## src/rtl/wb_ctrl.sv

```systemverilog
// wb_ctrl: writeback select, load extraction and register-file write port with load-timeout flag
module wb_ctrl #(
    parameter int unsigned TIMEOUT = 16
) (
    input  logic        clk_i,
    input  logic        rst_i,
    input  logic        ex_valid_i,
    output logic        ex_ready_o,
    input  logic [1:0]  ex_wb_sel_i,
    input  logic [4:0]  ex_rd_addr_i,
    input  logic [31:0] ex_alu_res_i,
    input  logic [31:0] ex_pc4_i,
    input  logic [2:0]  ex_ld_fmt_i,
    input  logic        mem_rvalid_i,
    input  logic [31:0] mem_rdata_i,
    input  logic        err_clr_i,
    output logic        rf_we_o,
    output logic [4:0]  rf_waddr_o,
    output logic [31:0] rf_wdata_o,
    output logic        busy_o,
    output logic        err_o
);
    typedef enum logic {IDLE, WAIT_MEM} state_t;
    localparam logic [1:0] SEL_NONE = 2'b00, SEL_MEM = 2'b10, SEL_PC4 = 2'b11;
    state_t      state_q;
    logic [7:0]  cnt_q;
    logic [4:0]  rd_q;
    logic [2:0]  fmt_q;
    logic [1:0]  off_q;
    logic        rf_we_q, err_q;
    logic [4:0]  rf_waddr_q;
    logic [31:0] rf_wdata_q;
    logic [7:0]  byte_d;
    logic [15:0] half_d;
    logic [31:0] ld_data_d;
    always_comb begin
        byte_d    = mem_rdata_i[8*off_q +: 8];
        half_d    = off_q[1] ? mem_rdata_i[31:16] : mem_rdata_i[15:0];
        ld_data_d = fmt_q == 3'b000 ? {{24{byte_d[7]}}, byte_d} :
                    fmt_q == 3'b100 ? {24'h0, byte_d} :
                    fmt_q == 3'b001 ? {{16{half_d[15]}}, half_d} :
                    fmt_q == 3'b101 ? {16'h0, half_d} : mem_rdata_i;
    end
    // the timeout edge is the one on which the incremented count would reach TIMEOUT-1
    always_ff @(posedge clk_i) begin
        if (rst_i) begin
            state_q    <= IDLE;
            cnt_q      <= 8'd0;
            rd_q       <= 5'd0;
            fmt_q      <= 3'd0;
            off_q      <= 2'd0;
            rf_we_q    <= 1'b0;
            rf_waddr_q <= 5'd0;
            rf_wdata_q <= 32'd0;
            err_q      <= 1'b0;
        end else begin
            rf_we_q <= 1'b0;
            if (err_clr_i) err_q <= 1'b0;
            if (state_q == IDLE) begin
                if (ex_valid_i && ex_wb_sel_i == SEL_MEM) begin
                    rd_q    <= ex_rd_addr_i;
                    fmt_q   <= ex_ld_fmt_i;
                    off_q   <= ex_alu_res_i[1:0];
                    cnt_q   <= 8'd0;
                    state_q <= WAIT_MEM;
                end else if (ex_valid_i && ex_wb_sel_i != SEL_NONE) begin
                    rf_we_q    <= |ex_rd_addr_i;
                    rf_waddr_q <= ex_rd_addr_i;
                    rf_wdata_q <= ex_wb_sel_i == SEL_PC4 ? ex_pc4_i : ex_alu_res_i;
                end
            end else if (mem_rvalid_i) begin
                rf_we_q    <= |rd_q;
                rf_waddr_q <= rd_q;
                rf_wdata_q <= ld_data_d;
                state_q    <= IDLE;
            end else if (cnt_q == 8'(TIMEOUT - 2)) begin
                err_q   <= 1'b1;
                state_q <= IDLE;
            end else begin
                cnt_q <= cnt_q + 8'd1;
            end
        end
    end
    assign ex_ready_o = state_q == IDLE;
    assign busy_o     = state_q == WAIT_MEM;
    assign rf_we_o    = rf_we_q;
    assign rf_waddr_o = rf_waddr_q;
    assign rf_wdata_o = rf_wdata_q;
    assign err_o      = err_q;
endmodule

```

## config.mk

```make
export PLATFORM = sky130hd
export DESIGN_NAME = wb_ctrl
export DESIGN_NICKNAME = d
export VERILOG_FILES = /design/src/rtl/wb_ctrl.sv
export SDC_FILE = /design/constraint.sdc
export NUM_CORES = 1
export LEC_CHECK = 0
export CAP_MARGIN = 30
export CORE_ASPECT_RATIO = 0.9
export CORE_UTILIZATION = 43
export CTS_CLUSTER_DIAMETER = 80
export DETAILED_ROUTE_END_ITERATION = 12
export PLACE_DENSITY = 0.82
export SYNTH_ARGS = -nofsm -noshare
export SYNTH_HDL_FRONTEND = slang
export SYNTH_SLANG_ARGS = --single-unit
```

## constraint.sdc

```tcl
create_clock -name clk_i -period 2.3 [get_ports clk_i]
set_clock_uncertainty 0.05 [all_clocks]
set_input_delay 0.345 -clock clk_i [delete_from_list [all_inputs] [get_ports clk_i]]
set_output_delay 0.345 -clock clk_i [all_outputs]
set_load 0.03 [all_outputs]
```

==> results of run 1 <==
report_power, final:
part           internal (W)  switching, W  total [W]
sequential          0.00106     0.0000403    0.00110
combinational      0.000414      0.000360   0.000774
clock              0.000636      0.000425    0.00106
total               0.00211      0.000825    0.00294
state kept, by name, indices dropped and copies added (netlist names):
register,cells
err_o,1
rd_q,5
fmt_q,3
cnt_q,8
off_q,2
rf_waddr_o,5
rf_we_o,1
rf_wdata_o,32
busy_o,1
final timing paths:
path | start | endpoint | slack [ns] | depth (start not counted)
max | off_q[1] | rf_wdata_o[26] | 0.23 | 4
max reg2reg | off_q[1] | rf_wdata_o[26] | 0.23 | 4
min reg2reg | rf_wdata_o[15] | rf_wdata_o[15] | 0.42 | 2
min | rf_wdata_o[15] | rf_wdata_o[15] | 0.42 | 2
cells by family (layout without fill, tap and decap cells):
kind of cell               count (synthesis)  count (layout)
DFF                                       58              58
muxes                                     46              46
buffers and inverters                     45             198
xor gates and xnor gates                   2               2
AOI/OAI and AO/OA                        128             128
adders and majority gates                  2               2
and+or+nand+nor                          124             124
area by class of cell:
cell class,instances,area (um^2),area share (%)
Multi-Input combinational cell,302,2090,39.4
Timing Repair Buffer,170,1670,31.5
Sequential cell,58,1160,21.9
Clock buffer,11,141,2.66
Tap cell,96,120,2.26
Clock inverter,5,77.6,1.46
Inverter,12,45.0,0.848
through the flow:
step	util (%)	hold WS, ns	total power (W)	instance area [um^2]	worst slack, ns
5_1_grt	69.3	0.448	0.00305	5310	0.141
2_1_floorplan	-	0.399	0.00150	3450	0.563
3_5_place_dp	66.5	0.419	0.00189	5090	0.114
6_report	69.3	0.423	0.00294	5310	0.233
3_3_place_gp	66.5	0.408	0.00188	5090	0.187
4_1_cts	69.3	0.429	0.00294	5310	0.236
worst max-delay path, delay by kind of cell (launching register included):
| kind | cells | cell delay, ns |
|---|---|---|
| multiplexers | 1 | 0.33 |
| flip-flops | 1 | 0.66 |
| AO/OA/AOI/OAI | 3 | 0.87 |
cells in the mapped netlist (2+ instances only):
library cell / instances
a211o_1: 8
a211oi_1: 24
a21oi_1: 28
a221o_1: 7
a221oi_1: 8
a22o_1: 8
and3_1: 2
buf_1: 4
buf_2: 11
buf_4: 3
clkbuf_1: 14
dfxtp_1: 58
ha_1: 2
inv_1: 12
mux2_2: 25
mux2i_1: 20
nand2_1: 37
nand2b_1: 4
nand3_1: 3
nor2_1: 23
nor2b_1: 12
nor3_1: 13
nor3b_1: 8
nor4_1: 8
o21ai_0: 11
o22ai_1: 24
o31ai_1: 2
or3_1: 2
or4_1: 2
xor2_1: 2
layer usage:
metal,global-route usage [%],vias up,part of all wire (%)
met5,0,-,0
met4,9.76,0,2.2
met3,6.89,28,9.8
met2,47.4,200,48
met1,35.0,1755,40
li1,-,1828,-
==> impl_metrics.toml, run 1 <==
[layout]
area_delta_synth_final_pct = 53.8
fill_cells = 632
final_common_cell = "clkdlybuf4s50_1"
finalNonFillerCells = 654
post_route_cells_drive_above_1_share_pct = 12.0
diodes = 0
layout.nets = 666
final_cell_mix = "clkdlybuf4s50_1, dfxtp_1, nand2_1, a21oi_1, mux2_2"

[floorplan]
num_io_pins = 152
start_util_pct = 45.1
die_h_um = 87
die_w_um = 96.4
rows = 30
dieArea_um2 = 8390
core_um2 = 7660

[synthesis]
yosysWarnings = 0
muxShareOfSynthArea_pct = 14.6
synth_fa_ha_area_share_pct = 0.725
ys_ff_latch = 58
synth_top_area_cell = "dfxtp_1"
netlist_instances = 405
avgSynthCellArea_um2 = 8.52
ys_async_sr_fraction_pct = 0
synth_enable_flop_cells = 0
yosysTopAreaCellShare_pct = 33.6
synth_compound_area_share_pct = 25.6
synthesis.area_um2 = 3450
seq_area_frac_synth_pct = 33.6
synth_cell_type_count = 50
synth.area.top_cells = "dfxtp_1, mux2_2, mux2i_1"
yosys.area_share.xor_xnor_pct = 0.507
ys.flop_type = "dfxtp_1"
synth_fp_nets = 518
synth_top_family_by_area = "compound AO/OA/AOI/OAI gates"
synth-simple-area-share_pct = 19.1

[cts]
root_buffer = "clkbuf_8"
cts_tree = "built"
cts.sinks = 58
cts_resized = 0
cts_setup_buffers = 0
htreeDepth = 3
clk_pin_slew_ns = 0.07
hold_buffers = 0
cts_buffer_depth = 2
clk_latency_ns = 0.35
cts_made_buffers = 9

[placement]
place_inst = 638
dp_hpwl_um = 8730
place_congestion = 0.840
portBuffers = 151

[sta]
finalHoldViolations = 0
max_clock_freq_mhz = 484
drv_slew = 0
min_period_over_period_pct = 89.9
setup_viol = 0
period_minus_slack_ns = 2.07
finalSetupTns_ns = 0
rsz0062_at_grt = "no"
worst_pin_slew_ns = 0.772
max_slew_margin_pct = 48.1

[power_and_ir_drop]
peakVddDrop_mv = 0.470
pwr_density_cell_nw_per_um2 = 553
p_leak_nw = 2.02

[global_route]
antenna_found_initial = 0
grt_pass1_wl_um = 17900
overflow = 0
grtUsageTotal_pct = 28.2
grt_pass1_vias = 3591
grt_max_degree = 61

[setup_path]
cp_slowest_stage_delay_ns = 0.66
critPathKind = "register to register"
end_kind = "register"
worstPathArrival_ns = 2.20
cp_slowest_cell = "dfxtp_1"
worst_setup_path_start_kind = "register"
cp_data_required_time_ns = 2.44
path_cells = "mux2i_1 -> a211oi_1 -> a31oi_1 -> a211oi_1"
crit_top_cell = "a211oi_1"
cp_max_fo = 15

[flow_run]
cap_violations = 0

[detailed_routing]
route.detailed.drc = 0
drt_iter0_markers = 338
avgViaCountPerCell = 5.83
postRouteWirelength_um = 11700
antenna_left = 0
vias = 3811
firstDrtPassIters = 5
wl_per_cell_um = 17.9

[min_path]
hold_path.class = "register to register"

[outcome]
status = "finished clean"
(Power assumes the default switching activity.)
==> run 2, diff against run 1 <==
--- a/config.mk
+++ b/config.mk
@@ -10,7 +10,9 @@
 export CORE_UTILIZATION = 43
 export CTS_CLUSTER_DIAMETER = 80
 export DETAILED_ROUTE_END_ITERATION = 12
+export GPL_TIMING_DRIVEN = 0
 export PLACE_DENSITY = 0.82
 export SYNTH_ARGS = -nofsm -noshare
 export SYNTH_HDL_FRONTEND = slang
 export SYNTH_SLANG_ARGS = --single-unit
+export TNS_END_PERCENT = 5
==> impl_metrics.toml, run 2 (synthesis gave the netlist of run 1 again) <==
[cts]
root_buffer = "clkbuf_8"
clk_pin_slew_ns = 0.08
cts_resized = 0
hold_buffers = 0
cts_tree = "built"
htreeDepth = 3
cts_buffer_depth = 2
cts_setup_buffers = 0
clk_latency_ns = 0.34
cts.sinks = 58
cts_made_buffers = 9

[detailed_routing]
vias = 3808
postRouteWirelength_um = 11700
drt_iter0_markers = 231
wl_per_cell_um = 17.5
avgViaCountPerCell = 5.71
firstDrtPassIters = 5
route.detailed.drc = 0
antenna_left = 0

[setup_path]
worstPathArrival_ns = 2.26
critPathKind = "register to register"
critPathTopFamily = "buffers and inverters"
path_cells = "buf_2 -> nand2_1 -> nand2_1 -> buf_1 -> o22ai_1 -> a211oi_1"
crit_top_cell = "nand2_1"
path_buf_inv = 2
worst_setup_path_start_kind = "register"
cp_max_fo = 10
cp_slowest_cell = "buf_1"
end_kind = "register"
cp_slowest_stage_delay_ns = 0.43
cp_data_required_time_ns = 2.50

[min_path]
hold_path.class = "register to register"

[sta]
drv_slew = 0
worst_pin_slew_ns = 0.791
period_minus_slack_ns = 2.06
setup_viol = 0
rsz0062_at_grt = "no"
finalHoldViolations = 0
max_slew_margin_pct = 46.8
max_clock_freq_mhz = 486
min_period_over_period_pct = 89.5

[layout]
final_area_um2 = 5300
layout.nets = 679
largest_reg_flops = 32
diodes = 0
final_cell_mix = "clkdlybuf4s50_1, dfxtp_1, nand2_1, a21oi_1, mux2_2"
area_delta_synth_final_pct = 53.5
fill_cells = 656
post_route_cells_drive_above_1_share_pct = 11.0
finalNonFillerCells = 667
final_common_cell = "clkdlybuf4s50_1"

[outcome]
status = "finished clean"

[placement]
dp_hpwl_um = 9070
place_congestion = 0.978
portBuffers = 150
dpl_cell_area_um2 = 5070
place_inst = 651

[global_route]
grt_max_degree = 13
antenna_found_initial = 0
grt_pass1_wl_um = 18000
grt_pass1_vias = 3681
overflow = 0
grtUsageTotal_pct = 28.3

[floorplan]
rows = 30
core_um2 = 7660
num_io_pins = 152
dieArea_um2 = 8390
die_h_um = 87
die_w_um = 96.4
start_util_pct = 45.1

[power_and_ir_drop]
pwr_density_cell_nw_per_um2 = 556
peakVddDrop_mv = 0.324
p_leak_nw = 2.00
power.total_w = 0.00294

[flow_run]
cap_violations = 0
==> run 2: cell types whose count changed in the layout (fill, tap and decap cells not counted), sizes merged <==
cell / previous run / this run
clkbuf: 11 / 23
buf: 20 / 19
clkinvlp: 1 / 2
inv: 12 / 13
==> run 2: area by class of cell <==
cell class | instances | area (um^2) | share of cell area, %
Inverter | 12 | 45.0 | 0.850
Tap cell | 96 | 120 | 2.27
Multi-Input combinational cell | 302 | 2090 | 39.4
Sequential cell | 58 | 1160 | 21.9
Timing Repair Buffer | 150 | 1500 | 28.3
Clock buffer | 9 | 124 | 2.34
Clock inverter | 7 | 101 | 1.91
Buffer | 33 | 156 | 2.95
==> run 2: worst register-to-register path: cells and delay by family (launching register included) <==
| family | cells | cell delay [ns] |
|---|---|---|
| and+or+nand+nor | 2 | 0.54 |
| DFF | 1 | 0.38 |
| AOI/OAI and AO/OA | 2 | 0.36 |
| buffers and inverters | 2 | 0.65 |
==> run 2: path summary, 6_finish.rpt <==
kind,cells past startpoint,startpoint,end,slack (ns)
min,2,rd_q[0],rd_q[0],0.43
min reg2reg,2,rd_q[0],rd_q[0],0.43
max reg2reg,6,busy_o,rf_wdata_o[29],0.24
max,6,busy_o,rf_wdata_o[29],0.24
==> run 2: through the flow <==
stage	setup slack [ns]	utilization, %	hold WS [ns]	TNS (ns)
after global placement	-0.0790	66.3	0.409	-0.493
after CTS	0.264	69.2	0.431	0
after global routing	0.0447	69.2	0.457	0
final	0.241	69.2	0.427	0
after detailed placement	-0.0816	66.3	0.420	-0.508
after floorplan	0.563	-	0.399	0
==> run 2: metal layers <==
layer,wire length [um],GRT usage [%]
met5,0,0
met4,195,9.09
met3,907,4.45
met2,5480,47.8
met1,5110,36.6
==> run 2: power breakdown <==
part           internal (W)  switching [W]  leakage, nW  total, W
Combinational      0.000405       0.000371         1.42  0.000776
Sequential          0.00106      0.0000326        0.475   0.00110
Clock              0.000617       0.000456        0.106   0.00107
==> run 3, diff against run 2 <==
--- a/config.mk
+++ b/config.mk
@@ -15,4 +15,3 @@
 export SYNTH_ARGS = -nofsm -noshare
 export SYNTH_HDL_FRONTEND = slang
 export SYNTH_SLANG_ARGS = --single-unit
-export TNS_END_PERCENT = 5
==> results of run 3 <==
Final layout, timing and power as in run 2 (identical DEF).
